$ cat src/rtl/key_pulse_gen_pkg.sv
// Shared definitions for the key pulse generator: debounce state encoding
// and a helper that sizes counters for a given terminal count.
package key_pulse_gen_pkg;

    // Debounce FSM states; the encoding is fixed so state dumps read the same
    // across both key instances and any downstream debug tooling.
    typedef enum logic [1:0] {
        IDLE       = 2'd0,
        PRESS_WAIT = 2'd1,
        PRESSED    = 2'd2,
        REL_WAIT   = 2'd3
    } db_state_t;

    // Width of a counter that must hold values 0 .. n-1. A terminal count of
    // one still needs a one-bit register so the vector is never zero-width.
    function automatic int unsigned cnt_width(input int unsigned n);
        return (n > 1) ? $clog2(n) : 1;
    endfunction

endpackage

$ cat src/rtl/key_pulse_gen_debounce.sv
// One push-button conditioner: two-flop synchroniser, four-state debounce FSM
// and its stability counter. Emits a single-cycle PRESS_EVT per accepted
// press and reports ACTIVE whenever the FSM is away from IDLE.
module key_debounce
    import key_pulse_gen_pkg::*;
#(
    parameter int unsigned DB_CYCLES = 1000000
) (
    input  logic CLK,
    input  logic RST,
    input  logic KEY,
    output logic PRESS_EVT,
    output logic ACTIVE
);

    localparam int unsigned CW = cnt_width(DB_CYCLES);
    localparam logic [CW-1:0] CNT_MAX = CW'(DB_CYCLES - 1);

    logic [1:0]    sync_q;
    logic          s;
    db_state_t     state, state_nx;
    logic [CW-1:0] cnt, cnt_nx;

    // Bring the raw asynchronous key into the clock domain; only s is used
    // after this point.
    // NOTE: registers use non-blocking assignments so every flop samples the
    // pre-edge value of its neighbours; blocking here would collapse the
    // two synchroniser stages into one.
    always_ff @(posedge CLK or posedge RST) begin
        if (RST) begin
            sync_q <= 2'b00;
        end else begin
            sync_q <= {sync_q[0], KEY};
        end
    end

    assign s = sync_q[1];

    // State and stability counter registers.
    always_ff @(posedge CLK or posedge RST) begin
        if (RST) begin
            state <= IDLE;
            cnt   <= '0;
        end else begin
            state <= state_nx;
            cnt   <= cnt_nx;
        end
    end

    // Next-state, counter update and press event. The counter stops at
    // CNT_MAX because that is exactly where the FSM leaves the wait state,
    // so it can never wrap.
    always_comb begin
        // NOTE: every output of this block is given a default before the case
        // so that no path leaves a signal unassigned, which would infer a latch.
        state_nx  = state;
        cnt_nx    = cnt;
        PRESS_EVT = 1'b0;
        case (state)
            IDLE: begin
                if (s) begin
                    state_nx = PRESS_WAIT;
                    cnt_nx   = '0;
                end
            end
            PRESS_WAIT: begin
                if (!s) begin
                    state_nx = IDLE;
                end else if (cnt == CNT_MAX) begin
                    state_nx  = PRESSED;
                    PRESS_EVT = 1'b1;
                end else begin
                    cnt_nx = cnt + 1'b1;
                end
            end
            PRESSED: begin
                if (!s) begin
                    state_nx = REL_WAIT;
                    cnt_nx   = '0;
                end
            end
            REL_WAIT: begin
                // A bounce back to 1 during release returns to PRESSED without
                // a new event; only a full stable-low run gets back to IDLE.
                if (s) begin
                    state_nx = PRESSED;
                end else if (cnt == CNT_MAX) begin
                    state_nx = IDLE;
                end else begin
                    cnt_nx = cnt + 1'b1;
                end
            end
            default: begin
                state_nx = IDLE;
            end
        endcase
    end

    assign ACTIVE = (state != IDLE);

endmodule

$ cat src/rtl/key_pulse_gen.sv
// Control-strobe generator for the 4-bit counter. Debounces the count and
// load buttons, runs a free-running auto-mode divider, resolves load-over-
// count priority and registers EN (active-high) and LOAD (active-low) so the
// counter's asynchronous load input never sees a combinational glitch.
module key_pulse_gen
    import key_pulse_gen_pkg::*;
#(
    parameter int unsigned DB_CYCLES = 1000000,
    parameter int unsigned DIV       = 5000000
) (
    input  logic CLK,
    input  logic RST,
    input  logic KEY_CNT,
    input  logic KEY_LD,
    input  logic AUTO,
    output logic EN,
    output logic LOAD,
    output logic BUSY
);

    localparam int unsigned DW = cnt_width(DIV);
    localparam logic [DW-1:0] DIV_MAX = DW'(DIV - 1);

    logic          cnt_event;
    logic          ld_event;
    logic          cnt_active;
    logic          ld_active;
    logic [DW-1:0] div_q;
    logic          tick;
    logic          en_nx;
    logic          load_nx;

    key_debounce #(
        .DB_CYCLES (DB_CYCLES)
    ) u_db_cnt (
        .CLK       (CLK),
        .RST       (RST),
        .KEY       (KEY_CNT),
        .PRESS_EVT (cnt_event),
        .ACTIVE    (cnt_active)
    );

    key_debounce #(
        .DB_CYCLES (DB_CYCLES)
    ) u_db_ld (
        .CLK       (CLK),
        .RST       (RST),
        .KEY       (KEY_LD),
        .PRESS_EVT (ld_event),
        .ACTIVE    (ld_active)
    );

    // Free-running divider, counting in both modes so switching AUTO on
    // picks up an already-running phase rather than restarting it.
    always_ff @(posedge CLK or posedge RST) begin
        if (RST) begin
            div_q <= '0;
        end else if (div_q == DIV_MAX) begin
            div_q <= '0;
        end else begin
            div_q <= div_q + 1'b1;
        end
    end

    assign tick = (div_q == DIV_MAX);

    // Strobe selection: AUTO picks the count source, a load event suppresses
    // any count strobe in the same cycle, and the lost count is not queued.
    always_comb begin
        en_nx   = (AUTO ? tick : cnt_event) & ~ld_event;
        load_nx = ~ld_event;
    end

    // Output flops; LOAD idles high because the counter loads on low.
    always_ff @(posedge CLK or posedge RST) begin
        if (RST) begin
            EN   <= 1'b0;
            LOAD <= 1'b1;
        end else begin
            EN   <= en_nx;
            LOAD <= load_nx;
        end
    end

    assign BUSY = cnt_active | ld_active;

endmodule

$ cat config.mk
export PLATFORM = sky130hd
export DESIGN_NAME = key_pulse_gen
export DESIGN_NICKNAME = d
export VERILOG_FILES = /design/src/rtl/key_pulse_gen_pkg.sv /design/src/rtl/key_pulse_gen_debounce.sv /design/src/rtl/key_pulse_gen.sv
export SDC_FILE = /design/constraint.sdc
export NUM_CORES = 1
export LEC_CHECK = 0
export ABC_CLOCK_PERIOD_IN_PS = 5500
export BUFFER_PORTS_ARGS = -buffer_cell sky130_fd_sc_hd__buf_2
export CAP_MARGIN = 20
export CORE_ASPECT_RATIO = 1.25
export CORE_MARGIN = 1
export CORE_UTILIZATION = 67
export DETAILED_ROUTE_END_ITERATION = 8
export GPL_ROUTABILITY_DRIVEN = 1
export PLACE_DENSITY_LB_ADDON = 0.3
export SLEW_MARGIN = 15
export SYNTH_ARGS = -nofsm -noshare
export SYNTH_HDL_FRONTEND = slang
export SYNTH_SLANG_ARGS = --single-unit
export TNS_END_PERCENT = 100
$ cat constraint.sdc
create_clock -name CLK -period 5.5 [get_ports CLK]
set_clock_uncertainty 0.15 [all_clocks]
set_input_delay 0.275 -clock CLK [delete_from_list [all_inputs] [get_ports CLK]]
set_output_delay 0.275 -clock CLK [all_outputs]
set_load 0.05 [all_outputs]
Word level (Yosys, flattened, before mapping)
Index checks and enable logic that the tools add are counted.
{ "op_classes": {"div": 0, "muxes": 34, "reduce_logical": 8, "n_eq_ne": 21, "n_lt_le_gt_ge": 0, "n_bitwise": 3, "shifts": 0, "n_mul": 0, "add_sub_neg": 3} }
{ "ops": {"columns": ["cell", "count"], "rows": [
  ["2-to-1 mux 20 bit", 10],
  ["case mux 20 bit (4 select lines)", 2],
  ["adder 20 x 1 -> 20 bit, second input constant", 2],
  ["equality test 20 bit, second input constant", 2],
  ["2-to-1 mux 2 bit", 12],
  ["adder 23 x 1 -> 23 bit, second input constant", 1],
  ["equality test 23 bit, second input constant", 1],
  ["2-to-1 mux 23 bit", 1],
  ["case mux 2 bit (4 select lines)", 2],
  ["AND reduction 4 bit", 4],
  ["equality test 2 bit, second input constant", 4],
  ["inequality test 2 x 1 -> 1 bit, second input constant", 4],
  ["inequality test 2 bit, second input constant", 4],
  ["2-to-1 mux 1 bit", 7],
  ["inequality test 3 x 1 -> 1 bit, second input constant", 2],
  ["inequality test 3 bit, second input constant", 2],
  ["equality test 2 x 1 -> 1 bit, second input constant", 2],
  ["zero test 2 bit", 2],
  ["nonzero test 2 bit", 2],
  ["bitwise AND 1 bit", 1],
  ["NOT 1 bit", 1],
  ["OR 1 bit", 1]
]} }
{ "word_totals": {"romBits": 0, "reg_bits": 73, "latch_bits": 0, "ram_bits": 0, "output_inout_bits": 3, "n_memories": 0} }

Depth between registers and ports, before layout
Gate-level depths: netlist (run 1).
{ "depth": {"word_depth": 6, "ltp_mapped": 6, "mapped_depth_nobuf": 5} }

Cells and area by module
Synthesis (run 1) repeated with hierarchy kept, for this count alone.
{ "unflattened": {"cells_unflattened": 437, "area_unflattened_um2": 4102.7} }
{ "modules_own_cells": {"columns": ["module", "seq_area_each_um2", "cells_per_inst", "n_inst", "area_each_um2"], "rows": [
  ["key_debounce", 600.6, 163, 2, 1448.9],
  ["key_pulse_gen", 626.9, 111, 1, 1204.9]
]} }

Worst setup path before layout (run 1)
OpenSTA, ideal clock, no wires.
{ "synth_path": {"path_type": "register to register", "start": "register u_db_ld.cnt[0]", "end": "register u_db_ld.cnt[12]", "setup_time_ns": 0.078, "required_time_ns": 5.272, "path_buffers": 1, "setup_slack_ns": 3.390, "t_arrival_ns": 1.882, "stages_incl_launch_ff": 7, "cell_sequence": "dfrtp_1 > ha_1 > nand3_1 > or3_1 > clkbuf_1 > or4_1 > a21oi_1"} }
{ "synth_via": {"elab_chain_len": 4} }
{ "synth_lines": {"columns": ["item", "line", "rtl"], "rows": [
  ["start: declaration", "key_pulse_gen_debounce.sv:22", "logic [CW-1:0] cnt, cnt_nx;"],
  ["start signal: assignment", "key_pulse_gen_debounce.sv:46", "cnt <= cnt_nx;"],
  ["adder 20 x 1 -> 20 bit or equality test 20 bit (tied branches)", null, null],
  ["2-to-1 mux 20 bit (*)", "key_pulse_gen_debounce.sv:69, key_pulse_gen_debounce.sv:87", null],
  ["2-to-1 mux 20 bit (on tied branches)", "key_pulse_gen_debounce.sv:85, key_pulse_gen_debounce.sv:67", null],
  ["case mux 20 bit (4 select lines) (*)", "key_pulse_gen_debounce.sv:59", "case (state)"]
]} }
Mark *: on every way between the ends. The rest lies on a longest branch, timed or not. The select of a mux whose other input is x is not followed.
A chain may end at the register's enable or synchronous reset.

==> qor.csv, run 1 <==
stage,metric,value,unit
cells_and_area,layout_commonest_cell,dfrtp_1,
floorplanning,ios,8,
clock_network,cts_resized,0,
timing,setup_viol,0,
logic_synthesis,ys_warn_count,0,
logic_synthesis,synth_edf_count,0,
detailed_routing,wirelength,8.69,mm
global_route,grt_max_degree,58,
logic_synthesis,syn_nets,425,
logic_synthesis,yosysTopAreaCell,dfrtp_1,
clock_network,h-tree-depth,3,
logic_synthesis,ys_async_sr_fraction,1.00,
global_route,grt.busiest_layer,met2,
detailed_routing,ant_nets,0,
detailed_routing,drt_iter0_drc,397,
cells_and_area,final_cell_mix,"dfrtp_1, nand2_1, nor2_1",
cells_and_area,fill_cells,376,
clock_network,cts_setup_buffers,0,
setup_path,worst_ep_arrival_time,2510,ps
logic_synthesis,syn_area,0.00394,sq mm
timing,post-route-period-util,0.440,
floorplanning,die_height,87.8,um
detailed_routing,vias,3397,
timing,max-slew-margin-rel,0.491,
clock_network,clockBufferDepth,2,
global_route,grt.met2_usage,0.532,
logic_synthesis,synthCells,417,
detailed_routing,drt_first_pass_iters,5,
timing,worst_pin_slew,757,ps
min_path,min_delay_worst_endpoint,EN,
global_route,track_usage,0.310,
timing,hold_viol,0,
logic_synthesis,synth.area.top_cells,"dfrtp_1, nand2_1, xnor2_1, nand4_1, nor2_1",
min_path,holdPathStages,3,
setup_path,crit_type,reg -> reg,
placed_design,numPortBuffers,7,
detailed_routing,route.detailed.drc,0,
setup_path,r2r_slack,3080,ps
placed_design,post-dp-hpwl,5.76,mm
clock_network,path_clk_slew,80,ps
logic_synthesis,ys_seq_area_frac,0.464,
clock_network,ctsHoldBuffers,3,
flow_run,maxCapViolCount,0,
pwr,power,1160,uW
timing,fin_setup_tns,0,ps
cells_and_area,antenna_cells,0,
min_path,holdCritStartpoint,AUTO,
logic_synthesis,synth_seq_cells,73,
cells_and_area,nNetsFinal,435,
cells_and_area,fin_util,0.776,
global_route,grtUsageMet1,0.387,
clock_network,cts_buffers,9,
placed_design,dpl_cell_area,0.00404,sq mm
timing,finalMaxSlewViolations,0,
setup_path,reg2regPathDepth,5,
logic_synthesis,ys_dominant_reg_cell,dfrtp_1,
cells_and_area,drive_above_1_share,0.0810,
floorplanning,die_w,70.6,um
clock_network,cts_tree,built,
detailed_routing,viasPerCell,6.85,
clock_network,cts_sinks,73,
pwr,p_leak,0.00177,uW
global_route,antenna_found_initial,0,
floorplanning,start_util,0.710,
logic_synthesis,synthDominantCellAreaShare,0.457,
status,run_status,finished clean,
floorplanning,row_count,30,
setup_path,worstPathRequired,5600,ps
cells_and_area,fin_area,0.00431,sq mm
pwr,cellPowerDensity,270,mW/mm^2
cells_and_area,syn_to_final_growth,9.36,%
logic_synthesis,yosysUniqueCellTypes,57,
global_route,grtUsageMet3,0.0621,
detailed_routing,wire_per_inst,17.5,um
placed_design,gp_congestion,0.903,
timing,rsz0062_at_grt,false,
setup_path,critPathCaptureType,register,
min_path,hp-class,in -> reg,
global_route,grt_overflow,0,
floorplanning,die-area,0.00620,sq mm
pwr,irDropWorstVdd,0.175,mV
clock_network,root_buffer,clkbuf_8,
timing,post-route-min-period,2420,ps
clock_network,clock_latency,360,ps
setup_path,cp-start-kind,register,
global_route,grt_pass1_wl,14.9,mm
setup_path,crit_fanout,7,
logic_synthesis,syn_avg_cell_area,9.46,sq um
global_route,grt_pass1_vias,3223,
timing,max_freq,414,MHz
floorplanning,core-area,0.00556,sq mm
setup_path,worstReg2RegStart,u_db_ld.cnt[0],
-- power breakdown --
group	switching, uW	internal [uW]
Sequential	23.4	550
Clock	219	306
Combinational	39.9	24.9
-- cells in the mapped netlist, types with 2 or more instances --
cell and count:
nor3b_1 2, nor2_1 29, a22o_1 2, mux2_1 2
nor2b_1 3, nand4_1 20, nor4bb_1 2, xnor2_1 15
or4_1 12, a31o_2 2, a221o_1 4, inv_1 10
and4_1 11, nand3b_1 2, or3_1 6, nor4b_1 4
o31ai_1 9, o211ai_1 3, and3_1 5, nor3_1 16
mux2i_1 10, o22ai_1 2, dfrtp_1 72, a31oi_1 3
o21ai_1 8, and2_1 10, o311ai_1 3, o311a_1 2
ha_1 3, nand2_1 43, a41oi_1 6, a21oi_1 14
o21ai_0 13, clkbuf_1 13, nor4_1 9, nand3_1 20
a2bb2oi_1 2, xor2_1 6
-- how the worst max path moves through the flow --
stage | startpoint | to | slack, ps
2_1_floorplan | RST | EN | 3220
4_1_cts | div_q[0] | div_q[3] | 3100
3_5_place_dp | div_q[0] | div_q[3] | 3120
3_3_place_gp | u_db_ld.cnt[0] | register | 3200
5_1_grt | div_q[0] | div_q[3] | 2870
6_report | u_db_ld.cnt[0] | register | 3080
-- per-stage QoR --
step           cells  setup slack (ps)  hold WS, ps
3_5_place_dp     477              3120          109
4_1_cts          496              3100          105
3_3_place_gp     477              3200          102
6_report         496              3080          111
2_1_floorplan    417              3220          156
5_1_grt          496              2870          108
-- layer usage --
layer	part of all wire	routed length (um)
met5	0	0
met4	0.021	184
met1	0.42	3660
met2	0.50	4390
met3	0.052	453
-- cells by family after synthesis --
logic type / share of synthesized area
xor gates and xnor gates: 0.0466
and+or+nand+nor: 0.278
DFF: 0.464
AOI/OAI and AO/OA: 0.144
buffers and inverters: 0.0251
muxes: 0.0339
adders and majority gates: 0.00952
-- registers in the layout, summed over array words and instances, names as in the netlist, named ones only --
| signal | flops |
|---|---|
| div_q | 23 |
| u_db_cnt.cnt | 20 |
| u_db_ld.cnt | 20 |
| u_db_cnt.sync_q | 2 |
| u_db_ld.sync_q | 2 |
| EN | 1 |
| LOAD | 1 |
| u_db_cnt.state | 1 |
| u_db_ld.state | 1 |
-- worst max-delay path: stages, from the launching register on --
cell and delay [ps]:
dfrtp_1 400, ha_1 190, nand3_1 180, nor3_1 670, and4_1 380, mux2_1 330
-- cell type report --
class / count / area (sq um) / area share
tap: 64 / 80.1 / 0.0186
inverter: 12 / 45.0 / 0.0104
multi-input combinational: 318 / 2020 / 0.469
clock inverter: 7 / 124 / 0.0287
timing repair buffer: 13 / 87.6 / 0.0203
clock buffer: 9 / 124 / 0.0287
sequential: 73 / 1830 / 0.424
No activity file was read; power rests on OpenSTA's default activity.
==> inputs of run 2 (changes only) <==
ABC_CLOCK_PERIOD_IN_PS = 2340   (was 5500)
CORE_UTILIZATION = 63   (was 67)
clock period = 2.34 ns   (was 5.5 ns; I/O delays follow)
==> qor.csv, run 2 (synthesis gave the netlist of run 1 again) <==
stage,metric,value,unit,change
setup_path,worstReg2RegStart,u_db_ld.cnt[1],,was u_db_ld.cnt[0]
floorplanning,die_height,90.5,um,was 87.8 um
floorplanning,core-area,0.00593,sq mm,was 0.00556 sq mm
setup_path,worstPathRequired,2430,ps,was 5600 ps
setup_path,crit_type,reg -> reg,,unchanged
timing,rsz0062_at_grt,false,,unchanged
setup_path,crit_chain,"ha_1, nand3_1, or3_1, or4_1, o311ai_1",,"was ha_1, nand3_1, nor3_1, and4_1, mux2_1"
clock_network,cts_sinks,73,,unchanged
global_route,antenna_found_initial,0,,unchanged
clock_network,path_clk_slew,80,ps,about the same
pwr,swShare,0.232,,was 0.243
setup_path,rr_endpoint,u_db_ld.cnt[16],,
clock_network,root_buffer,clkbuf_8,,unchanged
setup_path,critical_path_buf_inv_count,0,,unchanged
pwr,seq_power_share,0.511,,was 0.493
global_route,grt_overflow,0,,unchanged
global_route,grt_max_degree,52,,was 58
timing,worst_pin_slew,504,ps,was 757 ps
setup_path,cp_slowest_cell,or4_1,,was nor3_1
setup_path,worst_ep_arrival_time,2290,ps,was 2510 ps
placed_design,post-dp-hpwl,5.96,mm,was 5.76 mm
timing,setup_viol,0,,unchanged
setup_path,slowest_delay,540,ps,was 670 ps
cells_and_area,syn_to_final_growth,13.2,%,was 9.36%
cells_and_area,reg_top3,"div_q (23), u_db_cnt.cnt (20), u_db_ld.cnt (20)",,unchanged
setup_path,critPathTopFamily,simple AND/OR/NAND/NOR gates,,unchanged
cells_and_area,largest_reg_flops,23,,unchanged
status,run_status,finished clean,,unchanged
floorplanning,ios,8,,unchanged
timing,post-route-min-period,2200,ps,was 2420 ps
cells_and_area,nNetsFinal,452,,was 435
clock_network,clock_latency,340,ps,was 360 ps
cells_and_area,antenna_cells,0,,unchanged
clock_network,cts_buffers,9,,unchanged
detailed_routing,viasPerCell,6.47,,was 6.85
global_route,grt_pass1_vias,3239,,"was 3,223"
cells_and_area,regMostFlops,div_q,,unchanged
floorplanning,start_util,0.665,,was 0.710
flow_run,maxCapViolCount,0,,unchanged
floorplanning,die-area,0.00658,sq mm,was 0.00620 sq mm
pwr,p_leak,0.00185,uW,was 0.00177 uW
detailed_routing,drt_iter0_drc,218,,was 397
setup_path,r2r_slack,140,ps,was 3080 ps
cells_and_area,layout_commonest_cell,dfrtp_1,,unchanged
timing,max_freq,454,MHz,was 414 MHz
clock_network,clockBufferDepth,2,,unchanged
setup_path,critPathCaptureType,register,,unchanged
pwr,p_switching,611,uW,was 283 uW
detailed_routing,wirelength,8.73,mm,was 8.69 mm
floorplanning,row_count,31,,was 30
clock_network,h-tree-depth,3,,unchanged
detailed_routing,wire_per_inst,16.4,um,was 17.5 um
detailed_routing,route.detailed.drc,0,,unchanged
timing,max-slew-margin-rel,0.663,,was 0.491
cells_and_area,final_cell_mix,"dfrtp_1, nand2_1, nor2_1",,unchanged
global_route,grt_pass1_wl,14.8,mm,was 14.9 mm
pwr,cellPowerDensity,589,mW/mm^2,was 270 mW/mm^2
cells_and_area,fin_area,0.00447,sq mm,was 0.00431 sq mm
clock_network,cts_tree,built,,unchanged
timing,post-route-period-util,0.941,,was 0.440
placed_design,dpl_cell_area,0.00419,sq mm,was 0.00404 sq mm
setup_path,reg2regPathDepth,5,,unchanged
timing,finalMaxSlewViolations,0,,unchanged
setup_path,cp-start-kind,register,,unchanged
placed_design,gp_congestion,0.948,,was 0.903
pwr,irDropWorstVdd,0.507,mV,was 0.175 mV
detailed_routing,drt_first_pass_iters,6,,was 5
timing,fin_setup_tns,0,ps,unchanged
min_path,hp-class,in -> async,,was in -> reg
pwr,p_int,2020,uW,was 881 uW
placed_design,numPortBuffers,7,,unchanged
global_route,track_usage,0.286,,was 0.310
pwr,clockPowerShare,0.425,,was 0.451
floorplanning,die_w,72.8,um,was 70.6 um
timing,hold_viol,0,,unchanged
detailed_routing,vias,3434,,"was 3,397"
detailed_routing,ant_nets,0,,unchanged
pwr,combPwrFrac,0.064,,was 0.056
setup_path,crit_fanout,8,,was 7
cells_and_area,drive_above_1_share,0.114,,was 0.0810
[run 2: how the worst max path moves through the flow]
stage / start / end / cells after the start
finish: u_db_ld.cnt[1] / u_db_ld.cnt[16] / 5
global route: u_db_ld.cnt[0] / u_db_ld.cnt[16] / 5
CTS: u_db_ld.cnt[1] / u_db_ld.cnt[16] / 5
detailed placement: u_db_ld.cnt[1] / u_db_ld.cnt[16] / 5
global placement: u_db_ld.cnt[0] / u_db_ld.cnt[16] / 5
floorplan: RST / EN / 1
[run 2: layout make-up]
cell class	count	area, sq um
well taps	82	103
fillers	426	1470
clock inverters	4	75.1
clock buffers	12	155
multi-input cells	318	2030
repair buffers	30	230
inverters	12	45.0
flip-flops and latches	73	1830
[run 2: layer usage]
layer	GRT usage	vias to the layer above	wire length, um
met5	0	-	0
met4	0.124	0	150
met3	0.0446	19	462
met2	0.460	137	4360
met1	0.378	1639	3760
li1	-	1639	-
[run 2: timing repair]
action / 4_1_cts / 5_1_grt
endpoints found under the hold margin: 25 / 0
hold buffers: 4 / 0
setup endpoints to repair: 0 / 1
resized for setup: 0 / 1
setup buffers: 0 / 0
[run 2: power groups by stage]
stage	combinational [uW]	sequential, uW	clock [uW]
floorplan	119	1350	0
global placement	158	1360	0
detailed placement	163	1370	0
CTS	171	1340	1130
global route	189	1350	1190
finish	169	1340	1120
[run 2: metrics by stage]
step	instances	total power [uW]	hold WS, ps	setup WS (ps)	utilization
CTS	531	2640	201	135	0.752
floorplan	417	1470	-1.57	221	-
detailed placement	511	1530	24.0	162	0.706
global placement	511	1520	23.9	252	0.706
finish	531	2630	193	139	0.752
global route	531	2730	223	14.5	0.752
[run 2: worst register-to-register path, delay by kind of cell (launching register included)]
family | cells | cell delay (ps)
and+or+nand+nor | 3 | 1130
DFF | 1 | 400
AOI/OAI and AO/OA | 1 | 240
adders and majority gates | 1 | 180
==> inputs of run 3 (changes only) <==
CORE_ASPECT_RATIO = not set   (was 1.25)
==> qor.csv, run 3 (synthesis gave the netlist of run 1 again) <==
stage,metric,value,unit,change
placed_design,numPortBuffers,7,,unchanged
detailed_routing,wire_per_inst,17.0,um,was 16.4 um
setup_path,cp-start-kind,register,,unchanged
clock_network,cts_tree,built,,unchanged
timing,finalMaxSlewViolations,0,,unchanged
timing,post-route-min-period,2190,ps,was 2200 ps
pwr,combPwrFrac,0.069,,was 0.064
pwr,swShare,0.248,,was 0.232
placed_design,gp_congestion,0.945,,was 0.948
pwr,p_int,1890,uW,was 2020 uW
detailed_routing,viasPerCell,6.65,,was 6.47
setup_path,worst_ep_arrival_time,2270,ps,was 2290 ps
global_route,track_usage,0.306,,was 0.286
placed_design,dpl_cell_area,0.00420,sq mm,was 0.00419 sq mm
pwr,cellPowerDensity,566,mW/mm^2,was 589 mW/mm^2
setup_path,crit_chain,"ha_1, and4_1, nand2_1, nor3_1, mux2_1",,"was ha_1, nand3_1, or3_1, or4_1, o311ai_1"
clock_network,root_buffer,clkbuf_8,,unchanged
min_path,min_delay_worst_endpoint,u_db_ld.sync_q[1],,
global_route,grt_max_degree,32,,was 52
cells_and_area,final_cell_mix,"dfrtp_1, nand2_1, nor2_1",,unchanged
setup_path,critPathCaptureType,register,,unchanged
timing,max-slew-margin-rel,0.540,,was 0.663
cells_and_area,nNetsFinal,454,,was 452
pwr,p_switching,622,uW,was 611 uW
pwr,seq_power_share,0.535,,was 0.511
floorplanning,start_util,0.658,,was 0.665
cells_and_area,reg_top3,"div_q (23), u_db_cnt.cnt (20), u_db_ld.cnt (20)",,unchanged
detailed_routing,drt_first_pass_iters,5,,was 6
clock_network,clockBufferDepth,2,,unchanged
timing,max_freq,456,MHz,was 454 MHz
global_route,grt_overflow,0,,unchanged
cells_and_area,largest_reg_flops,23,,unchanged
cells_and_area,antenna_cells,0,,unchanged
cells_and_area,syn_to_final_growth,12.6,%,was 13.2%
pwr,irDropWorstVdd,0.386,mV,was 0.507 mV
global_route,grtUsageMet1,0.417,,was 0.378
cells_and_area,layout_commonest_cell,dfrtp_1,,unchanged
flow_run,maxCapViolCount,0,,unchanged
global_route,grt.busiest_layer,met2,,unchanged
pwr,p_leak,0.00185,uW,about the same
detailed_routing,wirelength,8.94,mm,was 8.73 mm
status,run_status,finished clean,,unchanged
floorplanning,die-area,0.00658,sq mm,about the same
global_route,antenna_found_initial,0,,unchanged
floorplanning,core-area,0.00599,sq mm,was 0.00593 sq mm
global_route,grt_pass1_vias,3286,,"was 3,239"
cells_and_area,fin_area,0.00444,sq mm,was 0.00447 sq mm
timing,worst_pin_slew,689,ps,was 504 ps
timing,hold_viol,0,,unchanged
pwr,power,2510,uW,was 2630 uW
setup_path,cp_slowest_cell,dfrtp_1,,was or4_1
clock_network,cts_buffers,9,,unchanged
global_route,grt_pass1_wl,15.2,mm,was 14.8 mm
floorplanning,die_height,81.1,um,was 90.5 um
floorplanning,ios,8,,unchanged
clock_network,clock_latency,350,ps,was 340 ps
min_path,holdPathStages,0,,
global_route,grtUsageMet3,0.0393,,was 0.0446
setup_path,reg2regPathDepth,5,,unchanged
setup_path,slowest_delay,420,ps,was 540 ps
setup_path,r2r_slack,150,ps,was 140 ps
detailed_routing,drt_iter0_drc,299,,was 218
setup_path,crit_type,reg -> reg,,unchanged
global_route,grt.met2_usage,0.478,,was 0.460
min_path,hp-class,reg -> reg,,was in -> async
cells_and_area,regMostFlops,div_q,,unchanged
detailed_routing,route.detailed.drc,0,,unchanged
cells_and_area,drive_above_1_share,0.115,,was 0.114
floorplanning,row_count,28,,was 31
detailed_routing,ant_nets,0,,unchanged
clock_network,cts_sinks,73,,unchanged
detailed_routing,vias,3497,,"was 3,434"
timing,fin_setup_tns,0,ps,unchanged
min_path,holdCritStartpoint,u_db_ld.sync_q[0],,
cells_and_area,fin_util,0.741,,was 0.752
pwr,clockPowerShare,0.396,,was 0.425
timing,rsz0062_at_grt,false,,unchanged
setup_path,crit_fanout,9,,was 8
cells_and_area,fill_cells,417,,was 426
placed_design,post-dp-hpwl,6.18,mm,was 5.96 mm
setup_path,worstReg2RegStart,u_db_cnt.cnt[0],,was u_db_ld.cnt[1]
timing,post-route-period-util,0.938,,was 0.941
clock_network,h-tree-depth,3,,unchanged
timing,setup_viol,0,,unchanged
floorplanning,die_w,81.1,um,was 72.8 um
setup_path,worstPathRequired,2420,ps,was 2430 ps
clock_network,path_clk_slew,70,ps,was 80 ps
-- run 3: cell type report --
class,count,area [sq um],area share
clock inverters,4,52.6,0.0118
repair buffers,32,245,0.0552
inverters,12,45.0,0.0101
multi-input cells,318,2030,0.457
flip-flops and latches,73,1830,0.412
well taps,75,93.8,0.0211
clock buffers,12,145,0.0327
-- run 3: power groups by stage --
stage / registers [uW] / clock network [uW] / logic, uW
after floorplan: 1350 / 0 / 119
after global placement: 1360 / 0 / 162
after detailed placement: 1370 / 0 / 168
after CTS: 1340 / 1000 / 174
after global routing: 1350 / 1060 / 196
final: 1340 / 995 / 173
-- run 3: timing repair --
action                                  4_1_cts  5_1_grt
buffers inserted                              0        0
hold buffers                                  4        0
endpoints found under the setup margin        0        1
gates resized for setup                       0        1
endpoints found under the hold margin        31        0
-- run 3: routing by layer --
metal	vias up	wire length, um
li1	1642	-
met1	1671	3840
met4	0	260
met5	-	0
met3	34	596
met2	150	4240
-- run 3: stage by stage --
stage	setup slack (ps)	cells	hold WS, ps
2_1_floorplan	221	417	-1.57
3_3_place_gp	205	506	77.1
3_5_place_dp	128	506	79.3
4_1_cts	105	526	210
5_1_grt	74.4	526	231
6_report	146	526	215
-- run 3: how the worst max path moves through the flow --
stage | startpoint | to | slack [ps]
2_1_floorplan | RST | EN | 220
3_3_place_gp | u_db_ld.cnt[0] | u_db_ld.cnt[16] | 210
3_5_place_dp | u_db_ld.cnt[0] | u_db_ld.cnt[16] | 130
4_1_cts | u_db_ld.cnt[0] | u_db_ld.cnt[16] | 110
5_1_grt | u_db_ld.cnt[0] | u_db_ld.cnt[16] | 70
6_report | u_db_cnt.cnt[0] | register | 150
-- run 3: critical path, delay by kind of cell (launching register included) --
family / cells / cell delay, ps
adders and majority gates: 1 / 250
DFF: 1 / 420
muxes: 1 / 350
and+or+nand+nor: 3 / 910
